--- src/rtl/rca_add_sequencer_if.sv ---
// Operand and result handshakes of the ripple-carry adder sequencer.
// Upstream/downstream drive the master side; the sequencer is the slave.
interface rca_add_sequencer_if #(
  parameter int WIDTH = 16
);
  logic             in_valid;
  logic             in_ready;
  logic [WIDTH-1:0] in_a;
  logic [WIDTH-1:0] in_b;
  logic             in_cin;
  logic             out_valid;
  logic             out_ready;
  logic [31:0]      out_sum;
  logic             out_cout;

  modport master (
    output in_valid,
    output in_a,
    output in_b,
    output in_cin,
    output out_ready,
    input  in_ready,
    input  out_valid,
    input  out_sum,
    input  out_cout
  );

  modport slave (
    input  in_valid,
    input  in_a,
    input  in_b,
    input  in_cin,
    input  out_ready,
    output in_ready,
    output out_valid,
    output out_sum,
    output out_cout
  );
endinterface

--- src/rtl/rca_add_sequencer.sv ---
// Drives operands into an external combinational adder, waits a settle window, captures the sum.
// Optional capture-time adder self-check: define RCA_SEQ_CHECK_EN.
module rca_add_sequencer #(
  parameter int WIDTH         = 16,
  parameter int SETTLE_CYCLES = 2
) (
  input  logic                clk,
  input  logic                rst_n,
  rca_add_sequencer_if.slave  bus,
  output logic [WIDTH-1:0]    add_a,
  output logic [WIDTH-1:0]    add_b,
  output logic                add_cin,
  input  logic [31:0]         add_sum,
  output logic                busy,
  output logic                err
);

  typedef enum logic [1:0] {
    IDLE,
    SETTLE,
    HOLD
  } state_t;

  localparam logic [3:0] RELOAD = 4'(SETTLE_CYCLES - 1);

  state_t      state;
  logic [3:0]  cnt;
  logic        out_valid_q;
  logic [31:0] out_sum_q;
  logic        in_ready;
  logic        capture;

  assign in_ready = (state == IDLE)
                  | ((state == HOLD) & bus.out_ready);
  assign capture  = (state == SETTLE) & (cnt == 4'd0);

  assign bus.in_ready  = in_ready;
  assign bus.out_valid = out_valid_q;
  assign bus.out_sum   = out_sum_q;
  assign bus.out_cout  = out_sum_q[16];
  assign busy          = (state != IDLE);

  always_ff @(posedge clk or negedge rst_n) begin
    if (!rst_n) begin
      state       <= IDLE;
      cnt         <= 4'd0;
      add_a       <= '0;
      add_b       <= '0;
      add_cin     <= 1'b0;
      out_sum_q   <= 32'd0;
      out_valid_q <= 1'b0;
    end else begin
      unique case (state)
        IDLE: begin
          if (bus.in_valid) begin
            add_a   <= bus.in_a;
            add_b   <= bus.in_b;
            add_cin <= bus.in_cin;
            cnt     <= RELOAD;
            state   <= SETTLE;
          end
        end
        SETTLE: begin
          if (cnt != 4'd0) begin
            cnt <= cnt - 4'd1;
          end else begin
            out_sum_q   <= add_sum;
            out_valid_q <= 1'b1;
            state       <= HOLD;
          end
        end
        HOLD: begin
          if (bus.out_ready) begin
            out_valid_q <= 1'b0;
            // Retire and accept on the same edge keeps back-to-back gapless
            if (bus.in_valid) begin
              add_a   <= bus.in_a;
              add_b   <= bus.in_b;
              add_cin <= bus.in_cin;
              cnt     <= RELOAD;
              state   <= SETTLE;
            end else begin
              state <= IDLE;
            end
          end
        end
        default: state <= IDLE;
      endcase
    end
  end

`ifdef RCA_SEQ_CHECK_EN
  logic [WIDTH:0] ref_sum;
  logic [31:0]    ref_full;
  logic           err_q;

  assign ref_sum  = {1'b0, add_a} + {1'b0, add_b}
                  + {{WIDTH{1'b0}}, add_cin};
  assign ref_full = 32'(ref_sum);
  assign err      = err_q;

  always_ff @(posedge clk or negedge rst_n) begin
    if (!rst_n) begin
      err_q <= 1'b0;
    end else if (capture && (ref_full != add_sum)) begin
      err_q <= 1'b1;
    end
  end
`else
  logic unused_capture;

  assign unused_capture = capture;
  assign err            = 1'b0;
`endif

endmodule

--- src/flat_wrapper.sv ---
// flat-port wrapper written by rule: the top's interface ports become plain ports
module rca_add_sequencer_flat 
#(
  parameter int WIDTH         = 16,
  parameter int SETTLE_CYCLES = 2
)
  (clk, rst_n, add_a, add_b, add_cin, add_sum, busy, err, bus_in_valid, bus_in_a, bus_in_b, bus_in_cin, bus_out_ready, bus_in_ready, bus_out_valid, bus_out_sum, bus_out_cout);
  rca_add_sequencer_if #(.WIDTH(WIDTH)) bus_i ();
  input  logic clk;
  input  logic rst_n;
  output logic [WIDTH-1:0] add_a;
  output logic [WIDTH-1:0] add_b;
  output logic add_cin;
  input  logic [31:0] add_sum;
  output logic busy;
  output logic err;
  input wire logic [$bits(bus_i.in_valid)-1:0] bus_in_valid;
  input wire logic [$bits(bus_i.in_a)-1:0] bus_in_a;
  input wire logic [$bits(bus_i.in_b)-1:0] bus_in_b;
  input wire logic [$bits(bus_i.in_cin)-1:0] bus_in_cin;
  input wire logic [$bits(bus_i.out_ready)-1:0] bus_out_ready;
  output wire logic [$bits(bus_i.in_ready)-1:0] bus_in_ready;
  output wire logic [$bits(bus_i.out_valid)-1:0] bus_out_valid;
  output wire logic [$bits(bus_i.out_sum)-1:0] bus_out_sum;
  output wire logic [$bits(bus_i.out_cout)-1:0] bus_out_cout;
  assign bus_i.in_valid = bus_in_valid;
  assign bus_i.in_a = bus_in_a;
  assign bus_i.in_b = bus_in_b;
  assign bus_i.in_cin = bus_in_cin;
  assign bus_i.out_ready = bus_out_ready;
  assign bus_in_ready = bus_i.in_ready;
  assign bus_out_valid = bus_i.out_valid;
  assign bus_out_sum = bus_i.out_sum;
  assign bus_out_cout = bus_i.out_cout;
  rca_add_sequencer #(.WIDTH(WIDTH), .SETTLE_CYCLES(SETTLE_CYCLES)) u_core (.clk(clk), .rst_n(rst_n), .bus(bus_i), .add_a(add_a), .add_b(add_b), .add_cin(add_cin), .add_sum(add_sum), .busy(busy), .err(err));
endmodule
--- config.mk ---
export PLATFORM = sky130hd
export DESIGN_NAME = rca_add_sequencer_flat
export DESIGN_NICKNAME = d
export VERILOG_FILES = /design/src/rtl/rca_add_sequencer_if.sv /design/src/rtl/rca_add_sequencer.sv /design/src/flat_wrapper.sv
export SDC_FILE = /design/constraint.sdc
export NUM_CORES = 1
export LEC_CHECK = 0
export ABC_AREA = 1
export CORE_MARGIN = 10
export CORE_UTILIZATION = 44
export DETAILED_ROUTE_END_ITERATION = 6
export GPL_TIMING_DRIVEN = 0
export MAX_ROUTING_LAYER = met4
export PLACE_DENSITY = 0.85
export SYNTH_ARGS = -nofsm -noshare
export SYNTH_HDL_FRONTEND = slang
export SYNTH_SLANG_ARGS = --single-unit
--- constraint.sdc ---
create_clock -name clk -period 3.86 [get_ports clk]
set_input_delay 0.579 -clock clk [delete_from_list [all_inputs] [get_ports clk]]
set_output_delay 0.579 -clock clk [all_outputs]
set_load 0.05 [all_outputs]
== After elaboration in Yosys (flattened, before gate mapping) ==
Cells that the tools add are included.
Operators by class
  add/subtract/negate cells: 1
  equality and inequality tests: 6
  muxes and demuxes: 21
  bitwise operators: 3
  reduce and logical (&&, ||, !) cells: 11
Operator list (number)
  $mux W16: 4
  $pmux W16 S2: 2
  $mux W4: 3
  $pmux W4 S3: 1
  $reduce_and A3 Y1: 3
  $ne A2 B2 Y1 const B: 4
  $mux W2: 3
  $pmux W2 S3: 1
  $reduce_bool A2 Y1: 3
  $mux W1: 5
  $pmux W1 S2: 2
  $reduce_and A2 Y1: 2
  $reduce_bool A4 Y1: 1
  $sub A4 B1 Y4 const B: 1
  $reduce_bool A3 Y1: 1
  $eq A2 B1 Y1 const B: 1
  $eq A2 B2 Y1 const B: 1
  $logic_not A2 Y1: 1
  $and A1 B1 Y1: 1
  $not A1 Y1: 1
  $or A1 B1 Y1: 1
Storage, ports and cells
  flip-flop bits (word level): 72
  input port bits: 69
  output and inout bits: 70
  logic and storage cells: 49

== Longest topological paths before layout ==
  word-level depth: 3
  mapped depth: 7
  mapped depth without buffers: 7

== Worst setup path before layout ==
Ideal clock, no wire load.
  path type: register to output
  from: register u_core.state[0]
  to: output port bus_in_ready
  arrival: 1.173 ns
  required time: 3.281 ns
  setup slack: 2.108 ns
  cell stages (with the launch flop): 5
  path buffers: 1
  cell sequence: dfrtp_1 -> inv_2 -> nand2_2 -> nand2_2 -> buf_2
Between the ends
  cells in the longest elaborated chain, start to end: 3
  elaborated cells between the ends (all ways): 4
  classes of those cells: eq/ne (1); bitwise (2); reduce/logical (1)
RTL lines
  start, declared: line rca_add_sequencer.sv:26  | state_t state;
  start signal, assigned: line rca_add_sequencer.sv:45  | state <= IDLE;
  start signal, assigned: line rca_add_sequencer.sv:60  | state <= SETTLE;
  start signal, assigned: line rca_add_sequencer.sv:69  | state <= HOLD;
  $eq A2 B2 Y1: line rca_add_sequencer.sv:34  | | ((state == HOLD) & bus.out_ready);
  $and A1 B1 Y1: line rca_add_sequencer.sv:34
  $or A1 B1 Y1 *: line rca_add_sequencer.sv:34
  end, declared: line flat_wrapper.sv:22  | output wire logic [$bits(bus_i.in_ready)-1:0] bus_in_ready;
Mark *: on every way between the ends. The rest lies on a longest branch, timed or not.

== Final worst setup path ==
  from: input port bus_out_ready
  to: output port bus_in_ready
Between the ends
  cells in the longest elaborated chain, start to end: 2
RTL lines
  start, declared: line flat_wrapper.sv:21  | input wire logic [$bits(bus_i.out_ready)-1:0] bus_out_ready;
  $and A1 B1 Y1: line rca_add_sequencer.sv:34
  $or A1 B1 Y1: line rca_add_sequencer.sv:34
Every way passes these cells.

==> flow_summary.yaml <==
clocking:
  post-cts-setup-buffers: 0
  cts_resized: 0
  htreeDepth: 3
  cts_max_path_buffers: 2
  hold_buffers: 0
  path_clk_slew_ns: 0.08
  clk_latency_ns: 0.35
  clock-root-buffer: "clkbuf_8"
  clock_sinks: 72
  cts_inserted_buffers: 9
  cts_tree: "built"
job:
  max_cap_violations: 0
critical_path:
  cp-startpoint: "bus_out_ready"
  cp-end-kind: "output port"
  critical_path.max_fanout: 10
  crit_arrival_ns: 2.43
  cpPeakStageDelay_ns: 0.85
  crit_chain: "clkdlybuf4s50_1 > nand2_1 > nand2_2 > buf_2 > clkdlybuf4s50_1"
  start_kind: "input port"
  crit_path_frequent_cell: "clkdlybuf4s50_1"
  worstPathRequired_ns: 3.28
  cp_slowest_cell: "clkdlybuf4s50_1"
  r2r-start: "u_core.cnt[0]"
  critical_path_class: "in2out"
power_and_ir_drop:
  ir_drop_v: 0.000569
  p_per_area_nw_per_um2: 1050
  p_leak_nw: 2.33
global_routing:
  track_usage: 0.168
  grt_pass1_vias: 2736
  grt_max_degree: 73
  grt_first_pass_wirelength_mm: 13.4
  grt_overflow: 0
  antenna_found_initial: 0
timing:
  hold_slack_ns: 0.352
  post-route-period-util: 0.778
  rsz0062_at_grt: "false"
  min_period_ns: 3.00
  slew_violations: 0
  fmax_ghz: 0.333
  hold_viol_final: 0
  maxSlewHeadroom: 0.388
  worst_pin_slew_ns: 0.918
  finalClockSkew_ns: 0.00906
  setup_viol: 0
synth:
  yosysTopAreaCell: "dfrtp_1"
  ys_seq_area_frac: 0.599
  synth_seq_cells: 72
  synth.avg_cell_area_um2: 9.23
  synthDistinctLibCells: 22
  synthArstFlopShare: 1.00
  syn_inst: 326
  synth_edf_count: 0
  syn_nets: 397
  synth_area_leaders: "dfrtp_1 (60%), nand2_1 (14%), nand3_1 (6.0%)"
  synth.top_cell.area_share: 0.599
  ys_warn_count: 0
  synth_area_um2: 3010
  ys.flop_type: "dfrtp_1"
drt:
  ant_nets: 0
  drt_iter0_drc: 73
  totalWireLength_mm: 8.66
  vias: 2646
  wl_per_cell_um: 15.5
  first_pass_iters: 4
  viasPerCell: 4.74
  drc: 0
final_layout:
  diodes: 0
  final_util: 0.697
  seqCellArea_um2: 1800
  multi_input_area_um2: 932
  num-fill-cells: 542
  nets: 544
  drive_above_1_share: 0.111
  area_delta_synth_final_pct: 55.5
die:
  rows: 30
  die_w_um: 103
  ios: 139
  dieArea_um2: 10600
  die_h_um: 103
  initial_core_util: 0.448
  core_um2: 6720
run_status:
  status: "complete, no violations"
placed_design:
  gp_congestion: 0.764
  dp_hpwl_mm: 6.57
  portBuffers: 136
hold_path:
  hold_path_class: "in2async"
cells in the final DEF (no fill, tap or decap):
master             n
clkdlybuf4s50_1  135
nand2_1          115
dfrtp_1           72
inv_1             36
nand3_1           36
o21ai_2           14
o21ai_1           11
clkbuf_8           9
o21ai_0            8
buf_4              6
buf_2              5
buf_6              5
clkbuf_1           5
clkinv_2           3
inv_2              2
nand2_2            2
nor2_2             2
ha_1               2
bufinv_16          2
nand3_2            1
nand2_4            1
xor2_1             1
nor2_1             1
nand3b_1           1
o31ai_1            1
conb_1             1
clkinv_4           1
synthesized netlist by cell type (2+ instances only):
master,instances
nand2_2,2
nand2_1,115
inv_1,36
clkbuf_1,4
nor2_2,2
buf_6,5
dfrtp_1,72
o21ai_2,14
buf_2,5
o21ai_1,11
nand3_1,36
ha_1,2
o21ai_0,8
inv_2,2
buf_4,5
final timing paths:
| kind | endpoint | slack, ns | cells after the start |
|---|---|---|---|
| setup / recovery | bus_in_ready | 0.86 | 5 |
| hold / removal | u_core.bus.out_sum[6] | 0.35 | 1 |
| setup reg to reg | u_core.bus.out_sum[29] | 2.46 | 7 |
| hold reg to reg | u_core.add_a[8] | 0.47 | 2 |
| max in group asynchronous | u_core.cnt[0] | 2.90 | 1 |
| min in group clk | u_core.add_a[8] | 0.47 | 2 |
cells by family (layout without fill, tap and decap cells):
logic type	count (synthesis)	after routing	synth area share
adder cells (fa/ha/maj)	2	2	0.00831
XOR/XNOR	1	1	0.00291
AND/OR/NAND/NOR	159	159	0.222
flip-flops	72	72	0.599
buffers and inverters	57	209	0.0919
AO/OA/AOI/OAI	34	34	0.0748
other	1	1	0.00125
cell type report:
cell class	instances	area share
flip-flops and latches	72	0.385
repair buffers	136	0.290
multi-input cells	197	0.199
inverters	38	0.0305
plain buffers	19	0.0286
clock buffers	10	0.0273
well taps	80	0.0214
clock inverters	6	0.0179
critical path, delay by kind of cell:
family / cells / cell delay, ns
buffers and inverters: 3 / 1.58
AND/OR/NAND/NOR: 2 / 0.26
state kept, by name, summed over array words and instances, names as in the netlist:
register / cells
u_core.add_b: 16
u_core.add_a: 16
u_core.add_cin: 1
u_core.cnt: 4
u_core.bus.out_sum: 32
u_core.state: 2
u_core.bus.out_valid: 1
per-stage QoR:
step	cell area [µm²]	TNS [ns]	cells	power [mW]	setup WS [ns]
after floorplan	3010	0	326	3.25	2.11
after global placement	4470	-16.94	542	4.22	-0.238
after detailed placement	4470	0	542	4.31	0.844
after CTS	4680	0	558	4.97	0.838
after global routing	4680	0	558	5.18	0.774
final	4680	0	558	4.90	0.856
metal layers:
layer	track usage	up-vias	part of all wire
li1	-	1303	-
met1	0.203	1226	0.43
met2	0.253	107	0.46
met3	0.0563	10	0.098
met4	0.0683	0	0.015
met5	-	-	0
where the power goes:
group / leakage [nW] / switching, mW / internal [mW]
sequential: 0.887 / 0.203 / 1.12
combinational: 1.34 / 1.98 / 0.957
clock: 0.110 / 0.280 / 0.362
(Power assumes the default switching activity.)
